### src/rtl/video_capture_pkg.sv
// rtl/video_capture_pkg.sv - shared types and framebuffer geometry for video frame capture
package video_capture_pkg;

    typedef enum logic [1:0] {
        IDLE,
        CAPTURE,
        FLUSH
    } state_t;

    localparam int FB_WIDTH  = 256;
    localparam int FB_HEIGHT = 240;
    localparam int FB_ADDR_W = 16;
    localparam int FB_DATA_W = 24;
    localparam int FIFO_W    = FB_ADDR_W + FB_DATA_W;

endpackage

### src/rtl/pixel_fifo.sv
// rtl/pixel_fifo.sv - first-word fall-through pixel FIFO with wrap-bit pointers
module pixel_fifo #(
    parameter int WIDTH = 40,
    parameter int DEPTH = 16
) (
    input  logic             clk,
    input  logic             rst,
    input  logic             push,
    input  logic [WIDTH-1:0] push_data,
    output logic             full,
    input  logic             pop,
    output logic [WIDTH-1:0] head_data,
    output logic             empty
);

    localparam int AW = $clog2(DEPTH);

    logic [WIDTH-1:0] mem [DEPTH];
    logic [AW:0]      wr_ptr;
    logic [AW:0]      rd_ptr;

    // Pointer update; the extra MSB tells full from empty when the indices match.
    always_ff @(posedge clk or posedge rst) begin
        if (rst) begin
            wr_ptr <= '0;
            rd_ptr <= '0;
        end else begin
            if (push) begin
                wr_ptr <= wr_ptr + {{AW{1'b0}}, 1'b1};
            end
            if (pop) begin
                rd_ptr <= rd_ptr + {{AW{1'b0}}, 1'b1};
            end
        end
    end

    // Storage write; contents need no reset since empty masks them.
    always_ff @(posedge clk) begin
        if (push) begin
            mem[wr_ptr[AW-1:0]] <= push_data;
        end
    end

    assign empty     = (wr_ptr == rd_ptr);
    assign full      = (wr_ptr[AW] != rd_ptr[AW]) && (wr_ptr[AW-1:0] == rd_ptr[AW-1:0]);
    assign head_data = mem[rd_ptr[AW-1:0]];

endmodule

### src/rtl/video_frame_capture.sv
// rtl/video_frame_capture.sv - PPU pixel stream to framebuffer writer; option VIDEO_CAPTURE_DROP_COUNT_EN
module video_frame_capture
    import video_capture_pkg::*;
#(
    parameter int FIFO_DEPTH = 16
) (
    input  logic                 i_clk,
    input  logic                 i_reset,
    input  logic                 i_pixel_en,
    input  logic [7:0]           i_video_red,
    input  logic [7:0]           i_video_green,
    input  logic [7:0]           i_video_blue,
    input  logic [8:0]           i_video_x,
    input  logic [8:0]           i_video_y,
    input  logic                 i_video_visible,
    input  logic                 i_enable,
    output logic                 o_fb_valid,
    input  logic                 i_fb_ready,
    output logic [FB_ADDR_W-1:0] o_fb_address,
    output logic [FB_DATA_W-1:0] o_fb_data,
    output logic                 o_frame_start,
    output logic                 o_frame_done,
    output logic                 o_busy,
    output logic                 o_overflow,
    input  logic                 i_clear_overflow
`ifdef VIDEO_CAPTURE_DROP_COUNT_EN
    ,
    output logic [15:0]          o_drop_count
`endif
);

    state_t            state;
    state_t            state_next;
    logic              pix_ok;
    logic              is_first;
    logic              is_last;
    logic              push_req;
    logic              start_req;
    logic              push;
    logic              pop;
    logic              drop;
    logic              fifo_full;
    logic              fifo_empty;
    logic [FIFO_W-1:0] push_data;
    logic [FIFO_W-1:0] head_data;

    assign pix_ok   = i_pixel_en && i_video_visible &&
                      (i_video_x < 9'(FB_WIDTH)) && (i_video_y < 9'(FB_HEIGHT));
    assign is_first = pix_ok && (i_video_x == 9'd0) && (i_video_y == 9'd0);
    assign is_last  = pix_ok && (i_video_x == 9'(FB_WIDTH - 1)) &&
                      (i_video_y == 9'(FB_HEIGHT - 1));

    assign push_data = {i_video_y[7:0], i_video_x[7:0], i_video_red, i_video_green, i_video_blue};

    // A push only lands when there is room, counting a slot freed by a same-cycle pop.
    assign pop  = o_fb_valid && i_fb_ready;
    assign push = push_req && (!fifo_full || pop);
    assign drop = push_req && fifo_full && !pop;

    pixel_fifo #(
        .WIDTH (FIFO_W),
        .DEPTH (FIFO_DEPTH)
    ) u_fifo (
        .clk       (i_clk),
        .rst       (i_reset),
        .push      (push),
        .push_data (push_data),
        .full      (fifo_full),
        .pop       (pop),
        .head_data (head_data),
        .empty     (fifo_empty)
    );

    // Head of the FIFO is presented directly; zeroed while empty so idle outputs read 0.
    assign o_fb_valid   = !fifo_empty;
    assign o_fb_address = fifo_empty ? '0 : head_data[FIFO_W-1:FB_DATA_W];
    assign o_fb_data    = fifo_empty ? '0 : head_data[FB_DATA_W-1:0];
    assign o_busy       = (state != IDLE);

    // State register.
    always_ff @(posedge i_clk or posedge i_reset) begin
        if (i_reset) begin
            state <= IDLE;
        end else begin
            state <= state_next;
        end
    end

    // Next-state, push request and frame pulse decode.
    always_comb begin
        state_next   = state;
        push_req     = 1'b0;
        start_req    = 1'b0;
        o_frame_done = 1'b0;
        case (state)
            IDLE: begin
                if (is_first && i_enable) begin
                    start_req  = 1'b1;
                    push_req   = 1'b1;
                    state_next = CAPTURE;
                end
            end
            CAPTURE: begin
                push_req = pix_ok;
                if (is_first) begin
                    start_req = 1'b1;
                end
                if (is_last) begin
                    state_next = FLUSH;
                end
            end
            FLUSH: begin
                if (fifo_empty) begin
                    o_frame_done = 1'b1;
                    state_next   = IDLE;
                end
            end
            default: state_next = IDLE;
        endcase
    end

    // Frame-start pulse is registered so it is a clean single cycle.
    always_ff @(posedge i_clk or posedge i_reset) begin
        if (i_reset) begin
            o_frame_start <= 1'b0;
        end else begin
            o_frame_start <= start_req;
        end
    end

    // Sticky overflow flag; a new drop beats a simultaneous clear.
    always_ff @(posedge i_clk or posedge i_reset) begin
        if (i_reset) begin
            o_overflow <= 1'b0;
        end else if (drop) begin
            o_overflow <= 1'b1;
        end else if (i_clear_overflow) begin
            o_overflow <= 1'b0;
        end
    end

`ifdef VIDEO_CAPTURE_DROP_COUNT_EN
    // Saturating dropped-pixel counter; an increment beats a simultaneous clear.
    always_ff @(posedge i_clk or posedge i_reset) begin
        if (i_reset) begin
            o_drop_count <= '0;
        end else if (drop) begin
            if (o_drop_count != 16'hFFFF) begin
                o_drop_count <= o_drop_count + 16'd1;
            end
        end else if (i_clear_overflow) begin
            o_drop_count <= '0;
        end
    end
`endif

endmodule
### config.mk
export PLATFORM = sky130hd
export DESIGN_NAME = video_frame_capture
export DESIGN_NICKNAME = d
export VERILOG_FILES = /design/src/rtl/video_capture_pkg.sv /design/src/rtl/pixel_fifo.sv /design/src/rtl/video_frame_capture.sv
export SDC_FILE = /design/constraint.sdc
export NUM_CORES = 1
export LEC_CHECK = 0
export BUFFER_PORTS_ARGS = -buffer_cell sky130_fd_sc_hd__buf_4
export CAP_MARGIN = 20
export CORE_UTILIZATION = 66
export DETAILED_ROUTE_END_ITERATION = 6
export PLACE_DENSITY_LB_ADDON = 0.08
export SLEW_MARGIN = 40
export SYNTH_ARGS = -nofsm -noshare
export SYNTH_HDL_FRONTEND = slang
export SYNTH_SLANG_ARGS = --single-unit
### constraint.sdc
create_clock -name i_clk -period 12.65 [get_ports i_clk]
set_input_delay 1.8975 -clock i_clk [delete_from_list [all_inputs] [get_ports i_clk]]
set_output_delay 1.8975 -clock i_clk [all_outputs]
set_load 0.005 [all_outputs]
==> results.json, run 1 <==
{
  "outcome": "finished clean",
  "yosys-top-cells-area": "edfxtp_1 76%, mux4_2 14%, a211oi_1 2.4%",
  "grt_first_pass_wirelength_um": 77500,
  "async_flop_share_pct": 2.14,
  "worstPathMaxFanout": 88,
  "timing.rr.start": "u_fifo.rd_ptr[0]",
  "nets": 1304,
  "numClockSinks": 654,
  "finalCritPeriodShare_pct": 44.8,
  "powerDensity_nw_per_um2": 203,
  "synth_edf_count": 640,
  "core_um2": 37800,
  "wl_per_cell_um": 28.8,
  "fin_area_um2": 28700,
  "drt-total-wl_um": 52200,
  "final_hold_viol_count": 0,
  "avgSynthCellArea_um2": 22.5,
  "dp_hpwl_um": 25900,
  "synth_warnings": 0,
  "power_leakage_nw": 9.25,
  "hold_path_class": "reg2reg",
  "cts-buffers-inserted": 67,
  "required_ps": 10750,
  "relSlewSlack_pct": 44.5,
  "synth_top_area_share_pct": 75.7,
  "final_cell_mix": "640 x edfxtp_1, 160 x mux4_2, 112 x buf_4",
  "drv_slew": 0,
  "dieArea_um2": 39300,
  "final_common_cell": "edfxtp_1",
  "dr.pass1.iters": 5,
  "path_class": "reg2out",
  "dpl_cell_area_um2": 26700,
  "drt_iter0_drc": 1039,
  "initial_core_util_pct": 67.3,
  "clockRootBuffer": "clkbuf_16",
  "syn_area_um2": 25400,
  "cts.path.max_buffers": 3,
  "postCtsHoldBufs": 0,
  "io_buffers": 93,
  "finalClockSkew_ps": 17.3,
  "track_usage_pct": 28.0,
  "drive_above_1_share_pct": 30.2,
  "peakVddDrop_mv": 0.153,
  "setup-violations-final": 0,
  "fmax_mhz": 177,
  "design.portCount": 94,
  "clk_latency_ps": 580,
  "rsz0062_at_grt": "no",
  "drv_cap": 0,
  "endpoint_kind": "primary output",
  "cts.reportedPaths.clkPinSlew_ps": 60,
  "cts_tree": "yes",
  "cp-startpoint": "u_fifo.rd_ptr[0]",
  "area_delta_synth_final_pct": 13.1,
  "tns_ps": 0,
  "first_global_vias": 12300,
  "synth_cell_type_count": 40,
  "post_cts_resize_count": 0,
  "htree_levels": 3,
  "routed_via_density": 6.64,
  "ys_ff_latch": 654,
  "grt_antenna_before_repair": 2,
  "synth_fp_nets": 1183,
  "startpoint_type": "flip-flop",
  "min-delay-start": "u_fifo.wr_ptr[4]",
  "tightest_slew_ps": 832,
  "placementRows": 71,
  "synth.largest_area_cell": "edfxtp_1",
  "grt-ovfl-total": 0,
  "die_y_um": 198,
  "remaining_drc_errors": 0,
  "arrival_ps": 3760,
  "vias": 12100,
  "cts_setup_buffers": 0,
  "synthCells": 1129,
  "routabilityCongestion": 0.786,
  "fp.dieW_um": 198,
  "yosys_most_used_dff": "edfxtp_1",
  "yosysSeqAreaShare_pct": 77.0,
  "fin_crit_ps": 5660,
  "grt_max_degree": 89,
  "postRouteAntennaNets": 0
}
## power by group
| group | switching, W | total, W | internal (W) |
|---|---|---|---|
| clock network | 0.000771 | 0.00184 | 0.00107 |
| logic | 0.000697 | 0.00151 | 0.000810 |
| registers | 0.0000906 | 0.00248 | 0.00239 |
| total | 0.00156 | 0.00583 | 0.00427 |
## logic make-up (layout without fill, tap and decap cells)
kind of cell | after synthesis | in the layout | share of synthesized area, %
flops | 654 | 654 | 77.0
mux | 201 | 201 | 15.8
simple gates | 98 | 98 | 2.44
compound gates | 85 | 85 | 2.56
buf+inv | 73 | 244 | 1.47
xor+xnor | 13 | 13 | 0.448
fa+ha+maj | 5 | 5 | 0.246
other cells | 0 | 3 | 0
## synth_stat cells, types with 2 or more instances
| master | number |
|---|---|
| clkbuf_1 | 26 |
| mux4_2 | 160 |
| edfxtp_1 | 640 |
| mux2i_1 | 40 |
| dfrtp_1 | 14 |
| buf_4 | 18 |
| xor2_1 | 5 |
| ha_1 | 5 |
| nor2b_1 | 45 |
| xnor2_1 | 8 |
| and3_1 | 13 |
| buf_1 | 2 |
| buf_2 | 19 |
| inv_1 | 7 |
| nor4_2 | 2 |
| nor2_1 | 6 |
| nand4_1 | 5 |
| nor4_1 | 4 |
| a211oi_1 | 80 |
| nand3_1 | 6 |
| nand2_1 | 5 |
## layout make-up
type | instances | area, um^2
clock buffers | 94 | 1860
flip-flops and latches | 654 | 19600
well taps | 511 | 639
fillers | 2017 | 9030
clock inverters | 25 | 180
inverters | 7 | 26.3
diodes | 3 | 7.51
repair buffers | 118 | 926
multi-input cells | 402 | 5500
## through the flow
step | util [%] | hold WS, ps | std cells | worst slack (ps) | total power, W
after global placement | 70.6 | 480 | 1691 | 7210 | 0.00403
after CTS | 76.1 | 507 | 1811 | 6910 | 0.00588
after global routing | 76.1 | 530 | 1813 | 6680 | 0.00606
after floorplan | - | 460 | 1129 | 6510 | 0.00357
after detailed placement | 70.7 | 477 | 1692 | 7540 | 0.00405
final | 76.1 | 510 | 1814 | 6990 | 0.00583
## layer usage
layer / global-route usage (%) / vias to the layer above / wire [um]
li1: - / 5036 / -
met1: 40.1 / 6413 / 20700
met2: 44.9 / 515 / 26500
met3: 4.87 / 87 / 3850
met4: 9.22 / 0 / 1150
met5: 0 / - / 0
## worst paths after layout
path,end,slack (ps),cells past startpoint
max,o_frame_done,6990,8
max in group asynchronous,u_fifo.rd_ptr[1],10710,2
min,u_fifo.wr_ptr[4],510,1
min reg2reg,u_fifo.wr_ptr[4],510,1
max reg2reg,u_fifo.mem[7][24],8600,7
min in group asynchronous,u_fifo.wr_ptr[0],1430,2
## critical path, stage by stage (launching register included)
cell	delay, ps
dfrtp_4	870
buf_12	570
xnor2_1	190
nand4_1	170
nor2_4	110
buf_4	640
inv_1	180
nor2_1	180
buf_4	130
## sequential cells by signal, indices dropped and copies added (netlist names)
| name | count |
|---|---|
| u_fifo.mem | 640 |
| u_fifo.rd_ptr | 5 |
| u_fifo.wr_ptr | 5 |
| state | 2 |
| o_frame_start | 1 |
| o_overflow | 1 |
Power figures use the tool's default switching activity.
==> run 2: changes to the inputs <==
--- a/config.mk
+++ b/config.mk
@@ -7,7 +7,7 @@
 export LEC_CHECK = 0
 export BUFFER_PORTS_ARGS = -buffer_cell sky130_fd_sc_hd__buf_4
 export CAP_MARGIN = 20
-export CORE_UTILIZATION = 66
+export CORE_UTILIZATION = 61
 export DETAILED_ROUTE_END_ITERATION = 6
 export PLACE_DENSITY_LB_ADDON = 0.08
 export SLEW_MARGIN = 40
==> constraint.sdc (replaced) <==
create_clock -name i_clk -period 5.85 [get_ports i_clk]
set_input_delay 0.8775 -clock i_clk [delete_from_list [all_inputs] [get_ports i_clk]]
set_output_delay 0.8775 -clock i_clk [all_outputs]
set_load 0.005 [all_outputs]
==> run 2 against run 1 <==
  * Critical path depth shrank 1
  * Power increased by 110%
  * Register-to-register slack lost 6200 ps
  * Die area is 8.1% higher
  * Core utilization decreased by 5.9 points
  * Clock power increased by 100%
  * Sequential share of layout area about the same
  * Routed wire length rose by 1.4%
  * Combinational power increased by 130%
  * Global-route usage is 1.9 points lower
  * Largest cell class unchanged
  * Highest routed layer unchanged
==> results.json, run 2 (synthesis gave the netlist of run 1 again) <==
{
  "arrival_ps": 3410,
  "nets": 1310,
  "finalClockSkew_ps": 20.9,
  "power_leakage_nw": 9.23,
  "power_frac_comb_pct": 27.4,
  "required_ps": 4970,
  "io_buffers": 93,
  "htree_levels": 2,
  "finish.utilization_pct": 70.2,
  "critPathMaxStageDelay_ps": 770,
  "grt-ovfl-total": 0,
  "drv_slew": 0,
  "cts_setup_buffers": 0,
  "power_switching_share_pct": 27.5,
  "routed_via_density": 6.47,
  "cts.reportedPaths.clkPinSlew_ps": 60,
  "internal-power_w": 0.00905,
  "drv_cap": 0,
  "dieArea_um2": 42500,
  "post_cts_resize_count": 0,
  "endpoint_kind": "primary output",
  "first_global_vias": 12200,
  "drt_iter0_drc": 1258,
  "tns_ps": 0,
  "initial_core_util_pct": 62.1,
  "dp_hpwl_um": 29500,
  "cts-buffers-inserted": 61,
  "die_y_um": 206,
  "postRouteAntennaNets": 0,
  "crit_family": "buffers and inverters",
  "remaining_drc_errors": 0,
  "dr.pass1.iters": 5,
  "peakVddDrop_mv": 0.340,
  "routabilityCongestion": 0.728,
  "powerDensity_nw_per_um2": 434,
  "design.portCount": 94,
  "rsz0062_at_grt": "no",
  "finalCritPeriodShare_pct": 73.2,
  "path_cells": "buf_12, buf_12, mux4_2, nor2b_1, a211oi_1, a211oi_1, buf_4",
  "grt_max_degree": 61,
  "outcome": "finished clean",
  "p_switching_w": 0.00343,
  "antenna_cells": 0,
  "critPathSlowestCell": "dfrtp_4",
  "path_class": "reg2out",
  "final_hold_viol_count": 0,
  "grt_first_pass_wirelength_um": 78600,
  "postCtsHoldBufs": 0,
  "numClockSinks": 654,
  "cp_num_buf_inv": 3,
  "setup-violations-final": 0,
  "vias": 11900,
  "hold_path_class": "in2async",
  "clockRootBuffer": "clkbuf_16",
  "largest_reg_flops": 640,
  "dp_slack_ps": 1900,
  "final_cell_mix": "640 x edfxtp_1, 160 x mux4_2, 124 x buf_4",
  "drt-total-wl_um": 53000,
  "fmax_mhz": 233,
  "cts.path.max_buffers": 3,
  "grt_antenna_before_repair": 0,
  "power_frac_clock_pct": 29.6,
  "placementRows": 74,
  "tightest_slew_ps": 858,
  "p_seq_share_pct": 43.0,
  "worstPathMaxFanout": 44,
  "area_delta_synth_final_pct": 13.1,
  "wl_per_cell_um": 28.8,
  "cts_tree": "yes",
  "reg2reg_slack_ps": 2390,
  "clk_latency_ps": 610,
  "final_common_cell": "edfxtp_1",
  "fp.dieW_um": 206,
  "fin_crit_ps": 4280,
  "setup_slack_ps": 1570,
  "core_um2": 40900,
  "drive_above_1_share_pct": 30.5,
  "startpoint_type": "flip-flop",
  "relSlewSlack_pct": 42.3,
  "track_usage_pct": 26.1
}
## run 2: changes by cell type in the layout (fill, tap and decap cells not counted), sizes merged
cell / change
buf: +12
bufinv: -1
clkbuf: -9
clkinv: +3
clkinvlp: -1
diode: -3
## run 2: power groups by stage
stage,clock network [W],logic (W),registers (W)
floorplan,0,0.00245,0.00527
global placement,0,0.00325,0.00560
detailed placement,0,0.00345,0.00546
CTS,0.00375,0.00347,0.00536
global route,0.00392,0.00368,0.00537
finish,0.00370,0.00342,0.00536
## run 2: final timing paths
check	depth (start not counted)	from	end
max in group asynchronous	2	i_reset	u_fifo.rd_ptr[0]
setup / recovery	7	u_fifo.rd_ptr[0]	o_fb_address[14]
setup reg to reg	7	u_fifo.rd_ptr[0]	u_fifo.mem[4][0]
min in group i_clk	1	u_fifo.rd_ptr[4]	u_fifo.rd_ptr[4]
hold / removal	2	i_reset	o_frame_start
hold reg to reg	1	u_fifo.rd_ptr[4]	u_fifo.rd_ptr[4]
## run 2: metal layers
metal | GRT usage (%) | vias up | part of all wire (%) | routed length (um)
met1 | 37.1 | 6344 | 42 | 22100
met4 | 8.67 | 0 | 2.7 | 1420
li1 | - | 5046 | - | -
met3 | 4.73 | 84 | 6.1 | 3240
met5 | 0 | - | 0 | 0
met2 | 41.7 | 414 | 50 | 26200
## run 2: cell type report
cell class / instances / area [um^2]
clock inverters: 26 / 140
multi-input cells: 402 / 5530
fillers: 2513 / 12200
clock buffers: 85 / 1720
flip-flops and latches: 654 / 19600
repair buffers: 130 / 1060
well taps: 532 / 666
inverters: 7 / 26.3
## run 2: per-stage QoR
stage                     hold WS [ps]  instance area, um^2  cells  total power [W]
after detailed placement           479                26900   1725          0.00891
after global placement             478                26700   1721          0.00885
after global routing               396                28700   1836           0.0130
after CTS                          359                28700   1836           0.0126
final                              374                28700   1836           0.0125
after floorplan                    460                25400   1129          0.00772
